## src/rtl/display_pkg.sv

```systemverilog
`default_nettype none
// ============================================================================
// Module   : display_pkg
// Purpose  : Shared constants and types for the display scan-out path.
//            Default raster timing, derived totals, pixel/address widths,
//            the line FSM state type and the RGB pixel struct.
// Revision : 1.0 - initial release
// ============================================================================
package display_pkg;

    // Default raster timing (pixels / lines)
    localparam int DEF_H_ACTIVE = 100;
    localparam int DEF_H_FP     = 4;
    localparam int DEF_H_SYNC   = 8;
    localparam int DEF_H_BP     = 8;
    localparam int DEF_V_ACTIVE = 100;
    localparam int DEF_V_FP     = 2;
    localparam int DEF_V_SYNC   = 2;
    localparam int DEF_V_BP     = 4;

    localparam int DEF_H_TOTAL  = DEF_H_ACTIVE + DEF_H_FP + DEF_H_SYNC + DEF_H_BP;
    localparam int DEF_V_TOTAL  = DEF_V_ACTIVE + DEF_V_FP + DEF_V_SYNC + DEF_V_BP;

    localparam int PIX_W  = 8;
    localparam int ADDR_W = 7;

    typedef enum logic [1:0] {
        ST_BLANK    = 2'd0,
        ST_SCAN     = 2'd1,
        ST_UNDERRUN = 2'd2,
        ST_RELEASE  = 2'd3
    } line_state_t;

    typedef struct packed {
        logic [PIX_W-1:0] r;
        logic [PIX_W-1:0] g;
        logic [PIX_W-1:0] b;
    } rgb_t;

endpackage
`default_nettype wire

```

## src/rtl/display_scanout_if.sv

```systemverilog
`default_nettype none
// ============================================================================
// Module   : display_scanout_if
// Purpose  : Line-buffer read bundle between the scan-out engine (master)
//            and the two ping-pong line buffers (slave).
//   buf_ready[1:0]    buffer -> master  line fully written and valid
//   buf_release[1:0]  master -> buffer  one-cycle "line consumed" pulse
//   RE0/Addr0         master -> buffer0 read enable / address
//   *_pix0            buffer0 -> master read data, 1 cycle after RE0
//   RE1/Addr1, *_pix1 same for buffer 1
// Revision : 1.0 - initial release
// ============================================================================
interface display_scanout_if;

    logic [1:0]                     buf_ready;
    logic [1:0]                     buf_release;

    logic                           RE0;
    logic [display_pkg::ADDR_W-1:0] Addr0;
    logic [display_pkg::PIX_W-1:0]  red_pix0;
    logic [display_pkg::PIX_W-1:0]  green_pix0;
    logic [display_pkg::PIX_W-1:0]  blue_pix0;

    logic                           RE1;
    logic [display_pkg::ADDR_W-1:0] Addr1;
    logic [display_pkg::PIX_W-1:0]  red_pix1;
    logic [display_pkg::PIX_W-1:0]  green_pix1;
    logic [display_pkg::PIX_W-1:0]  blue_pix1;

    modport master (
        input  buf_ready,
        input  red_pix0, green_pix0, blue_pix0,
        input  red_pix1, green_pix1, blue_pix1,
        output buf_release,
        output RE0, Addr0,
        output RE1, Addr1
    );

    modport slave (
        output buf_ready,
        output red_pix0, green_pix0, blue_pix0,
        output red_pix1, green_pix1, blue_pix1,
        input  buf_release,
        input  RE0, Addr0,
        input  RE1, Addr1
    );

endinterface
`default_nettype wire

```

## src/rtl/video_timing_gen.sv

```systemverilog
`default_nettype none
// ============================================================================
// Module   : video_timing_gen
// Purpose  : Horizontal/vertical raster counters and raw (unregistered)
//            timing decodes.
//   clock, reset   single clock, synchronous active-high reset
//   h              horizontal counter, 0..H_TOTAL-1
//   active         h < H_ACTIVE and v < V_ACTIVE
//   hs_raw         h inside the hsync window
//   vs_raw         v inside the vsync window
//   line_start     h == 0 on an active line
// Revision : 1.0 - initial release
// ============================================================================
module video_timing_gen
    import display_pkg::*;
#(
    parameter int H_ACTIVE = DEF_H_ACTIVE,
    parameter int H_FP     = DEF_H_FP,
    parameter int H_SYNC   = DEF_H_SYNC,
    parameter int H_BP     = DEF_H_BP,
    parameter int V_ACTIVE = DEF_V_ACTIVE,
    parameter int V_FP     = DEF_V_FP,
    parameter int V_SYNC   = DEF_V_SYNC,
    parameter int V_BP     = DEF_V_BP,
    parameter int H_W      = $clog2(DEF_H_TOTAL)
)(
    input  logic           clock,
    input  logic           reset,
    output logic [H_W-1:0] h,
    output logic           active,
    output logic           hs_raw,
    output logic           vs_raw,
    output logic           line_start
);

    localparam int c_H_TOTAL = H_ACTIVE + H_FP + H_SYNC + H_BP;
    localparam int c_V_TOTAL = V_ACTIVE + V_FP + V_SYNC + V_BP;
    localparam int c_V_W     = $clog2(c_V_TOTAL);

    logic [H_W-1:0]   r_h;
    logic [c_V_W-1:0] r_v;
    logic             w_v_active;

    always_ff @(posedge clock) begin
        if (reset) begin
            r_h <= '0;
            r_v <= '0;
        end else if (r_h == H_W'(c_H_TOTAL - 1)) begin
            r_h <= '0;
            r_v <= (r_v == c_V_W'(c_V_TOTAL - 1)) ? '0 : r_v + 1'b1;
        end else begin
            r_h <= r_h + 1'b1;
        end
    end

    assign w_v_active = (r_v < c_V_W'(V_ACTIVE));

    assign h          = r_h;
    assign active     = (r_h < H_W'(H_ACTIVE)) && w_v_active;
    assign hs_raw     = (r_h >= H_W'(H_ACTIVE + H_FP)) &&
                        (r_h <  H_W'(H_ACTIVE + H_FP + H_SYNC));
    assign vs_raw     = (r_v >= c_V_W'(V_ACTIVE + V_FP)) &&
                        (r_v <  c_V_W'(V_ACTIVE + V_FP + V_SYNC));
    assign line_start = (r_h == '0) && w_v_active;

endmodule
`default_nettype wire

```

## src/rtl/display_scanout.sv

```systemverilog
`default_nettype none
// ============================================================================
// Module   : display_scanout
// Purpose  : Reads lines from two ping-pong line buffers and drives the
//            display with hsync/vsync/de and RGB. Black line plus a sticky
//            flag on buffer underrun; release pulse once a line is consumed.
//   clock, reset      single clock, synchronous active-high reset
//   bus (master)      buffer ready/release, RE/Addr and read data, x2
//   hsync, vsync, de  raster timing, 1 cycle behind the counters
//   pix_r/g/b         pixel, aligned with de
//   underflow         sticky underrun flag
//   clear_underflow   clears underflow (a simultaneous new underrun wins)
// Revision : 1.0 - initial release
// ============================================================================
module display_scanout
    import display_pkg::*;
#(
    parameter int H_ACTIVE = DEF_H_ACTIVE,
    parameter int H_FP     = DEF_H_FP,
    parameter int H_SYNC   = DEF_H_SYNC,
    parameter int H_BP     = DEF_H_BP,
    parameter int V_ACTIVE = DEF_V_ACTIVE,
    parameter int V_FP     = DEF_V_FP,
    parameter int V_SYNC   = DEF_V_SYNC,
    parameter int V_BP     = DEF_V_BP,
    parameter bit SYNC_POL = 1'b0
)(
    input  logic              clock,
    input  logic              reset,
    display_scanout_if.master bus,
    output logic              hsync,
    output logic              vsync,
    output logic              de,
    output logic [PIX_W-1:0]  pix_r,
    output logic [PIX_W-1:0]  pix_g,
    output logic [PIX_W-1:0]  pix_b,
    output logic              underflow,
    input  logic              clear_underflow
);

    localparam int c_H_W = $clog2(H_ACTIVE + H_FP + H_SYNC + H_BP);

    logic [c_H_W-1:0]  w_h;
    logic              w_active, w_hs_raw, w_vs_raw, w_line_start;

    line_state_t       r_state, w_state_nxt;
    logic              r_sel, w_sel_nxt;
    logic              w_rd_en, w_set_uf, w_h_last;
    logic [1:0]        w_release;
    logic              w_re0, w_re1;
    logic [ADDR_W-1:0] w_addr0, w_addr1, r_addr0, r_addr1;

    logic              r_hsync, r_vsync, r_de, r_rd_vld, r_rd_sel, r_uf;
    rgb_t              w_pix0, w_pix1, w_pix;

    video_timing_gen #(
        .H_ACTIVE (H_ACTIVE), .H_FP (H_FP), .H_SYNC (H_SYNC), .H_BP (H_BP),
        .V_ACTIVE (V_ACTIVE), .V_FP (V_FP), .V_SYNC (V_SYNC), .V_BP (V_BP),
        .H_W      (c_H_W)
    ) u_timing (
        .clock      (clock),
        .reset      (reset),
        .h          (w_h),
        .active     (w_active),
        .hs_raw     (w_hs_raw),
        .vs_raw     (w_vs_raw),
        .line_start (w_line_start)
    );

    assign w_h_last = (w_h == c_H_W'(H_ACTIVE - 1));

    // Reads must start in the h==0 cycle so that the data (1 cycle later)
    // lines up with the registered de; the BLANK->SCAN decision therefore
    // also drives the first read directly.
    always_comb begin
        w_state_nxt = r_state;
        w_sel_nxt   = r_sel;
        w_rd_en     = 1'b0;
        w_release   = 2'b00;
        w_set_uf    = 1'b0;
        if (!reset) begin
            case (r_state)
                ST_BLANK: begin
                    if (w_line_start) begin
                        if (bus.buf_ready[r_sel]) begin
                            w_rd_en     = 1'b1;
                            w_state_nxt = ST_SCAN;
                        end else begin
                            w_set_uf    = 1'b1;
                            w_state_nxt = ST_UNDERRUN;
                        end
                    end
                end
                ST_SCAN: begin
                    w_rd_en = 1'b1;
                    if (w_h_last) w_state_nxt = ST_RELEASE;
                end
                ST_RELEASE: begin
                    w_release[r_sel] = 1'b1;
                    w_sel_nxt        = ~r_sel;
                    w_state_nxt      = ST_BLANK;
                end
                ST_UNDERRUN: begin
                    if (w_h_last) w_state_nxt = ST_BLANK;
                end
                default: w_state_nxt = ST_BLANK;
            endcase
        end
    end

    always_ff @(posedge clock) begin
        if (reset) begin
            r_state <= ST_BLANK;
            r_sel   <= 1'b0;
        end else begin
            r_state <= w_state_nxt;
            r_sel   <= w_sel_nxt;
        end
    end

    // The idle buffer's address holds its last driven value
    assign w_re0   = w_rd_en & ~r_sel;
    assign w_re1   = w_rd_en &  r_sel;
    assign w_addr0 = w_re0 ? ADDR_W'(w_h) : r_addr0;
    assign w_addr1 = w_re1 ? ADDR_W'(w_h) : r_addr1;

    assign bus.RE0         = w_re0;
    assign bus.RE1         = w_re1;
    assign bus.Addr0       = w_addr0;
    assign bus.Addr1       = w_addr1;
    assign bus.buf_release = w_release;

    always_ff @(posedge clock) begin
        if (reset) begin
            r_addr0  <= '0;
            r_addr1  <= '0;
            r_hsync  <= ~SYNC_POL;
            r_vsync  <= ~SYNC_POL;
            r_de     <= 1'b0;
            r_rd_vld <= 1'b0;
            r_rd_sel <= 1'b0;
            r_uf     <= 1'b0;
        end else begin
            r_addr0  <= w_addr0;
            r_addr1  <= w_addr1;
            r_hsync  <= w_hs_raw ? SYNC_POL : ~SYNC_POL;
            r_vsync  <= w_vs_raw ? SYNC_POL : ~SYNC_POL;
            r_de     <= w_active;
            r_rd_vld <= w_rd_en;
            r_rd_sel <= r_sel;
            if (w_set_uf)             r_uf <= 1'b1;
            else if (clear_underflow) r_uf <= 1'b0;
        end
    end

    // The buffer's own read register is the pixel register; only a gate
    // and a 2:1 select sit between it and the pins. No read last cycle
    // (underrun or blanking) gives black.
    assign w_pix0 = '{r: bus.red_pix0, g: bus.green_pix0, b: bus.blue_pix0};
    assign w_pix1 = '{r: bus.red_pix1, g: bus.green_pix1, b: bus.blue_pix1};

    always_comb begin
        w_pix = '0;
        if (r_de && r_rd_vld) w_pix = r_rd_sel ? w_pix1 : w_pix0;
    end

    assign hsync     = r_hsync;
    assign vsync     = r_vsync;
    assign de        = r_de;
    assign pix_r     = w_pix.r;
    assign pix_g     = w_pix.g;
    assign pix_b     = w_pix.b;
    assign underflow = r_uf;

endmodule
`default_nettype wire

```

## src/flat_wrapper.sv

```systemverilog
// flat-port wrapper written by rule: the top's interface ports become plain ports
module display_scanout_flat import display_pkg::*;
#(
    parameter int H_ACTIVE = DEF_H_ACTIVE,
    parameter int H_FP     = DEF_H_FP,
    parameter int H_SYNC   = DEF_H_SYNC,
    parameter int H_BP     = DEF_H_BP,
    parameter int V_ACTIVE = DEF_V_ACTIVE,
    parameter int V_FP     = DEF_V_FP,
    parameter int V_SYNC   = DEF_V_SYNC,
    parameter int V_BP     = DEF_V_BP,
    parameter bit SYNC_POL = 1'b0
)
  (clock, reset, hsync, vsync, de, pix_r, pix_g, pix_b, underflow, clear_underflow, bus_buf_ready, bus_red_pix0, bus_green_pix0, bus_blue_pix0, bus_red_pix1, bus_green_pix1, bus_blue_pix1, bus_buf_release, bus_RE0, bus_Addr0, bus_RE1, bus_Addr1);
  display_scanout_if bus_i ();
  input  logic clock;
  input  logic reset;
  output logic hsync;
  output logic vsync;
  output logic de;
  output logic [PIX_W-1:0] pix_r;
  output logic [PIX_W-1:0] pix_g;
  output logic [PIX_W-1:0] pix_b;
  output logic underflow;
  input  logic clear_underflow;
  input wire logic [$bits(bus_i.buf_ready)-1:0] bus_buf_ready;
  input wire logic [$bits(bus_i.red_pix0)-1:0] bus_red_pix0;
  input wire logic [$bits(bus_i.green_pix0)-1:0] bus_green_pix0;
  input wire logic [$bits(bus_i.blue_pix0)-1:0] bus_blue_pix0;
  input wire logic [$bits(bus_i.red_pix1)-1:0] bus_red_pix1;
  input wire logic [$bits(bus_i.green_pix1)-1:0] bus_green_pix1;
  input wire logic [$bits(bus_i.blue_pix1)-1:0] bus_blue_pix1;
  output wire logic [$bits(bus_i.buf_release)-1:0] bus_buf_release;
  output wire logic [$bits(bus_i.RE0)-1:0] bus_RE0;
  output wire logic [$bits(bus_i.Addr0)-1:0] bus_Addr0;
  output wire logic [$bits(bus_i.RE1)-1:0] bus_RE1;
  output wire logic [$bits(bus_i.Addr1)-1:0] bus_Addr1;
  assign bus_i.buf_ready = bus_buf_ready;
  assign bus_i.red_pix0 = bus_red_pix0;
  assign bus_i.green_pix0 = bus_green_pix0;
  assign bus_i.blue_pix0 = bus_blue_pix0;
  assign bus_i.red_pix1 = bus_red_pix1;
  assign bus_i.green_pix1 = bus_green_pix1;
  assign bus_i.blue_pix1 = bus_blue_pix1;
  assign bus_buf_release = bus_i.buf_release;
  assign bus_RE0 = bus_i.RE0;
  assign bus_Addr0 = bus_i.Addr0;
  assign bus_RE1 = bus_i.RE1;
  assign bus_Addr1 = bus_i.Addr1;
  display_scanout #(.H_ACTIVE(H_ACTIVE), .H_FP(H_FP), .H_SYNC(H_SYNC), .H_BP(H_BP), .V_ACTIVE(V_ACTIVE), .V_FP(V_FP), .V_SYNC(V_SYNC), .V_BP(V_BP), .SYNC_POL(SYNC_POL)) u_core (.clock(clock), .reset(reset), .bus(bus_i), .hsync(hsync), .vsync(vsync), .de(de), .pix_r(pix_r), .pix_g(pix_g), .pix_b(pix_b), .underflow(underflow), .clear_underflow(clear_underflow));
endmodule
```

## config.mk

```make
export PLATFORM = sky130hd
export DESIGN_NAME = display_scanout_flat
export DESIGN_NICKNAME = d
export VERILOG_FILES = /design/src/rtl/display_pkg.sv /design/src/rtl/display_scanout_if.sv /design/src/rtl/video_timing_gen.sv /design/src/rtl/display_scanout.sv /design/src/flat_wrapper.sv
export SDC_FILE = /design/constraint.sdc
export NUM_CORES = 1
export LEC_CHECK = 0
export CORE_ASPECT_RATIO = 1.25
export CORE_MARGIN = 1.5
export CORE_UTILIZATION = 44
export CTS_CLUSTER_DIAMETER = 80
export CTS_CLUSTER_SIZE = 16
export DETAILED_ROUTE_END_ITERATION = 10
export HOLD_SLACK_MARGIN = 0.1
export PLACE_DENSITY = 0.95
export RECOVER_POWER = 50
export SYNTH_ARGS = -nofsm -noshare
export SYNTH_HDL_FRONTEND = slang
export SYNTH_SLANG_ARGS = --single-unit
```

## constraint.sdc

```tcl
create_clock -name clock -period 4.1 [get_ports clock]
set_clock_uncertainty 0.2 [all_clocks]
set_input_delay 0.41 -clock clock [delete_from_list [all_inputs] [get_ports clock]]
set_output_delay 0.41 -clock clock [all_outputs]
set_load 0.02 [all_outputs]
```

==> impl_metrics.env, run 1 <==
export IMPL_final_util_pct=69.8
export IMPL_drc=0
export IMPL_synth_area_um2=2080
export IMPL_avgSynthCellArea_um2=8.15
export IMPL_grt_pass1_wl_mm=9.04
export IMPL_synth_cells=255
export IMPL_hpwl_mm=4.48
export IMPL_post_cts_setup_buffers=0
export IMPL_top_level_ports=99
export IMPL_setup_tns_ns=0
export IMPL_finalCriticalPeriod_ns=3.75
export IMPL_post_route_period_util_pct=91.3
export IMPL_num_antenna_cells=0
export IMPL_multi_input_area_um2=1150
export IMPL_antenna_found_initial=0
export IMPL_cp_start_kind="flip-flop"
export IMPL_first_global_vias=1928
export IMPL_path_buf_inv=3
export IMPL_required_ns=3.49
export IMPL_overflow=0
export IMPL_grt_usage_pct=22.2
export IMPL_cts_sinks=37
export IMPL_ys_seq_area_share_pct=35.7
export IMPL_cts_tree="yes"
export IMPL_synthDistinctLibCells=39
export IMPL_synth_edf_count=0
export IMPL_final_nets=397
export IMPL_yosys_top_cells_area="dfxtp_1 (36%), mux2i_1 (12%), nor2_1 (7.0%)"
export IMPL_crit_slowest_cell="clkdlybuf4s50_1"
export IMPL_cts_buffers_inserted=5
export IMPL_synth_nets=311
export IMPL_area_delta_synth_final_pct=49.8
export IMPL_viasPerCell=5.26
export IMPL_postSynth_asyncResetShare_pct=0
export IMPL_crit_path_end_kind="output pin"
export IMPL_coreArea_um2=4460
export IMPL_arrival_ns=3.14
export IMPL_cts_resized_gates=0
export IMPL_drv_cap=0
export IMPL_synth_seq_cells=37
export IMPL_path_cells="inv_1 -> ha_1 -> or4b_1 -> o41ai_4 -> buf_4 -> and2_1 -> o21ai_1 -> clkdlybuf4s50_1"
export IMPL_setup_violations=0
export IMPL_hold_violations=0
export IMPL_p_leak_nw=1.05
export IMPL_start_util_pct=46.6
export IMPL_wl_per_cell_um=14.6
export IMPL_rsz0062_at_grt="no"
export IMPL_crit_family="simple AND/OR/NAND/NOR gates"
export IMPL_max_freq_mhz=267
export IMPL_num_rows=27
export IMPL_clk_latency_ns=0.28
export IMPL_path_class="flip-flop to output pin"
export IMPL_hold_path_class="flip-flop to flip-flop"
export IMPL_status="finished, final reports clean"
export IMPL_final_max_slew_viol_count=0
export IMPL_yosysTopAreaCellShare_pct=35.7
export IMPL_die_h_um=79.8
export IMPL_hold_buffers=0
export IMPL_hold_ws_ns=0.220
export IMPL_finalPower_mw=0.815
export IMPL_die_w_um=64.5
export IMPL_fillers=362
export IMPL_ant_nets=0
export IMPL_slew_headroom_pct=49.0
export IMPL_fp_dieArea_um2=5140
export IMPL_powerDensity_nw_per_um2=262
export IMPL_dr_pass1_iters=4
export IMPL_drive_gt1_share_pct=3.53
export IMPL_path_clk_slew_ns=0.07
export IMPL_routed_wl_mm=5.81
export IMPL_crit_fanout=15
export IMPL_gp_congestion=0.865
export IMPL_htreeDepth=2
export IMPL_seq_area_um2=741
export IMPL_synth_top_flop_cell="dfxtp_1"
export IMPL_cts_root_buf="clkbuf_8"
export IMPL_synth_warnings=0
export IMPL_grt_max_degree=35
export IMPL_synth_top_cell_by_area="dfxtp_1"
export IMPL_ir_drop_v=0.000211
export IMPL_drt_initial_drc_count=59
export IMPL_slowest_delay_ns=0.56
export IMPL_cts_buffer_depth=2
export IMPL_vias=2093
export IMPL_worst_pin_slew_ns=0.763
export IMPL_port_buffers=98
-- state kept, by name (all words and copies together) (netlist names) --
| signal | count |
|---|---|
| u_core.r_addr0 | 7 |
| u_core.vsync | 1 |
| u_core.de | 1 |
| u_core.r_sel | 1 |
| u_core.underflow | 1 |
| u_core.r_addr1 | 7 |
| u_core.r_rd_sel | 1 |
| u_core.u_timing.h | 7 |
| u_core.u_timing.r_v | 7 |
| u_core.r_rd_vld | 1 |
| u_core.r_state | 2 |
| u_core.hsync | 1 |
-- cell usage after synthesis (2+ instances only) --
master	count
nor4_1	2
nand2b_1	2
xnor2_1	7
nor2b_1	4
nor2_1	39
nor3b_1	2
inv_1	18
nand4_1	3
nand3_1	19
buf_2	3
nand2_1	8
o31ai_1	15
a21oi_1	4
o21ai_0	2
ha_1	3
buf_6	3
mux2i_1	25
xor2_1	3
dfxtp_1	37
nor3_1	11
clkbuf_1	14
o21ai_1	14
-- final timing paths --
kind                            cells past startpoint  slack [ns]                                start                      endpoint
worst min register to register                      1        0.22  u_core.u_timing.r_v[1]$_SDFFE_PP0P_       u_core.vsync$_SDFF_PP1_
worst max-delay path                                8        0.35      u_core.u_timing.h[0]$_SDFF_PP0_                  bus_Addr1[5]
worst max register to register                      7        1.52      u_core.u_timing.h[0]$_SDFF_PP0_  u_core.r_addr1[5]$_SDFF_PP0_
worst min-delay path                                1        0.22  u_core.u_timing.r_v[1]$_SDFFE_PP0P_       u_core.vsync$_SDFF_PP1_
-- power breakdown --
group          total, mW  switching (mW)  internal, mW
combinational      0.202          0.0941         0.108
sequential         0.382          0.0114         0.371
clock              0.231           0.119         0.112
-- placed cells by master (no fill, tap or decap), types with 4 or more instances in the layout --
cell	count
clkdlybuf4s50_1	93
nor2_1	39
dfxtp_1	37
mux2i_1	25
nand3_1	19
inv_1	18
o31ai_1	15
o21ai_1	14
nor3_1	11
nand2_1	8
xnor2_1	7
clkbuf_8	5
dlygate4sd3_1	5
nor2b_1	4
a21oi_1	4
-- final cells by class --
type | instances | area share (%)
repair buffers | 101 | 32.3
well taps | 58 | 2.33
flip-flops and latches | 37 | 23.8
inverters | 18 | 2.17
clock inverters | 1 | 0.161
clock buffers | 5 | 2.21
multi-input cells | 178 | 37.0
-- kinds of logic after synthesis --
family / share of synthesized area [%]
buf+inv: 8.67
xor+xnor: 4.22
simple gates: 23.4
flops: 35.7
compound gates: 14.2
fa+ha+maj: 1.81
mux: 12.0
-- per-layer routing --
metal / GRT usage (%) / vias up / share of wire (%)
met5: 0 / - / 0
met4: 5.74 / 0 / 1.4
met1: 25.4 / 978 / 40
li1: - / 1049 / -
met2: 41.3 / 56 / 54
met3: 4.65 / 10 / 4.8
-- metrics by stage --
step	instance area [µm²]	worst slack, ns	std cells
6_report	3110	0.355	398
5_1_grt	3110	0.233	398
4_1_cts	3110	0.410	398
3_5_place_dp	3040	0.718	392
3_3_place_gp	3040	0.812	392
2_1_floorplan	2080	1.48	255
(Power assumes the default switching activity.)
==> run 2: changes to the inputs <==
Settings changed: CORE_ASPECT_RATIO 1.25 to 2, SETUP_SLACK_MARGIN from default to 0.5.
==> impl_metrics.env, run 2 (synthesis results as in run 1) <==
export IMPL_drv_cap=0
export IMPL_path_buf_inv=3
export IMPL_post_route_period_util_pct=86.7
export IMPL_crit_family="buffers and inverters"
export IMPL_met3_usage_pct=4.76
export IMPL_cts_root_buf="clkbuf_8"
export IMPL_final_common_cell="clkdlybuf4s50_1"
export IMPL_ir_drop_v=0.000482
export IMPL_hpwl_mm=4.75
export IMPL_dr_pass1_iters=4
export IMPL_status="finished, final reports clean"
export IMPL_vias=2178
export IMPL_num_rows=35
export IMPL_final_cell_mix="clkdlybuf4s50_1 (85), nor2_1 (39), dfxtp_1 (37), mux2i_1 (25), nand3_1 (19)"
export IMPL_fp_dieArea_um2=5170
export IMPL_max_freq_mhz=281
export IMPL_wl_per_cell_um=15.4
export IMPL_hold_violations=0
export IMPL_cp_start_kind="flip-flop"
export IMPL_r2r_end="u_core.r_addr0[3]$_SDFF_PP0_"
export IMPL_overflow=0
export IMPL_first_global_vias=2037
export IMPL_r2r_cells=8
export IMPL_required_ns=3.49
export IMPL_holdPathEnd="u_core.vsync$_SDFF_PP1_"
export IMPL_port_buffers=98
export IMPL_holdPathStages=1
export IMPL_grt_pass1_wl_mm=9.48
export IMPL_final_max_slew_viol_count=0
export IMPL_crit_fanout=15
export IMPL_grt_usage_pct=24.3
export IMPL_cts_buffer_depth=2
export IMPL_drive_gt1_share_pct=4.03
export IMPL_drc=0
export IMPL_cts_tree="yes"
export IMPL_routed_wl_mm=6.20
export IMPL_arrival_ns=2.94
export IMPL_crit_cells=7
export IMPL_rr_startpoint="u_core.u_timing.h[0]$_SDFF_PP0_"
export IMPL_gp_congestion=0.888
export IMPL_drt_initial_drc_count=87
export IMPL_top_level_ports=99
export IMPL_path_clk_slew_ns=0.08
export IMPL_hp_start="u_core.u_timing.r_v[1]$_SDFFE_PP0P_"
export IMPL_viasPerCell=5.42
export IMPL_hold_buffers=0
export IMPL_slowest_delay_ns=0.63
export IMPL_finalCriticalPeriod_ns=3.55
export IMPL_path_class="flip-flop to output pin"
export IMPL_clk_latency_ns=0.29
export IMPL_powerDensity_nw_per_um2=302
export IMPL_antenna_found_initial=0
export IMPL_area_delta_synth_final_pct=53.4
export IMPL_r2r_slack_ns=1.34
export IMPL_grt_max_degree=25
export IMPL_busiest_layer="met2"
export IMPL_finalPower_mw=0.961
export IMPL_htreeDepth=2
export IMPL_coreArea_um2=4550
export IMPL_rsz0062_at_grt="no"
export IMPL_cts_buffers_inserted=5
export IMPL_start_util_pct=45.6
export IMPL_die_w_um=51.6
export IMPL_crit_path_end_kind="output pin"
export IMPL_hold_path_class="flip-flop to flip-flop"
export IMPL_grtUsageMet2_pct=48.5
export IMPL_grtUsageMet1_pct=22.9
export IMPL_fillers=370
export IMPL_crit_slowest_cell="clkdlybuf4s50_1"
export IMPL_worst_pin_slew_ns=0.735
export IMPL_setup_violations=0
export IMPL_num_antenna_cells=0
export IMPL_p_leak_nw=1.23
export IMPL_die_h_um=100
export IMPL_setup_tns_ns=0
export IMPL_slew_headroom_pct=50.9
export IMPL_cts_sinks=37
export IMPL_path_cells="inv_1 -> ha_1 -> or4b_1 -> o41ai_1 -> buf_4 -> and2_4 -> clkdlybuf4s50_1"
export IMPL_final_nets=402
export IMPL_ant_nets=0
[run 2: cell types whose count changed in the layout (fill, tap and decap cells not counted), sizes merged]
cell / before / now
clkdlybuf4s50: 93 / 85
dlymetal6s2s: 0 / 8
clkbuf: 5 / 10
bufinv: 0 / 2
clkinv: 1 / 0
inv: 18 / 19
[run 2: metal layers]
layer  vias to the layer above  part of all wire [%]  wire length, µm
li1                       1064                     -                -
met1                      1010                    34             2110
met2                        89                    58             3590
met3                        15                   5.7              352
met4                         0                   2.4              149
met5                         -                     0                0
[run 2: report_power, final]
| group | switching [mW] | internal [mW] |
|---|---|---|
| Combinational | 0.0932 | 0.106 |
| Sequential | 0.0115 | 0.371 |
| Clock | 0.135 | 0.245 |
| Total | 0.240 | 0.721 |
[run 2: area by class of cell]
| class | instances | area, µm² | share of cell area [%] |
|---|---|---|---|
| Multi-Input combinational cell | 178 | 1120 | 35.3 |
| Clock buffer | 5 | 68.8 | 2.16 |
| Sequential cell | 37 | 741 | 23.3 |
| Tap cell | 55 | 68.8 | 2.16 |
| Inverter | 18 | 67.6 | 2.12 |
| Clock inverter | 3 | 68.8 | 2.16 |
| Timing Repair Buffer | 106 | 1050 | 32.8 |
[run 2: through the flow]
step                setup slack, ns  std cells  hold WS [ns]  utilization (%)  area [µm²]
floorplan                      1.48        255         0.197                -        2080
detailed placement            0.724        391         0.218             67.0        3050
global route                  0.416        402         0.277             69.9        3190
global placement              0.817        391         0.213             67.0        3050
finish                        0.547        402         0.249             69.9        3190
CTS                           0.570        402         0.244             70.5        3210
[run 2: what timing repair did]
| action | 4_1_cts | 5_1_grt |
|---|---|---|
| buffers inserted | 3 | 0 |
| resized for setup | 1 | 9 |
| pin swaps | 1 | 0 |
| endpoints found under the setup margin | 10 | 16 |
[run 2: how the worst max path moves through the flow]
stage	startpoint	endpoint	slack, ns
finish	u_core.u_timing.h[0]$_SDFF_PP0_	bus_RE1	0.55
global route	u_core.u_timing.h[0]$_SDFF_PP0_	bus_Addr1[0]	0.42
CTS	u_core.u_timing.h[0]$_SDFF_PP0_	bus_RE1	0.57
detailed placement	u_core.u_timing.h[0]$_SDFF_PP0_	bus_RE1	0.72
global placement	u_core.u_timing.h[0]$_SDFF_PP0_	bus_RE1	0.82
floorplan	u_core.u_timing.h[0]$_SDFF_PP0_	bus_Addr0[0]	1.48
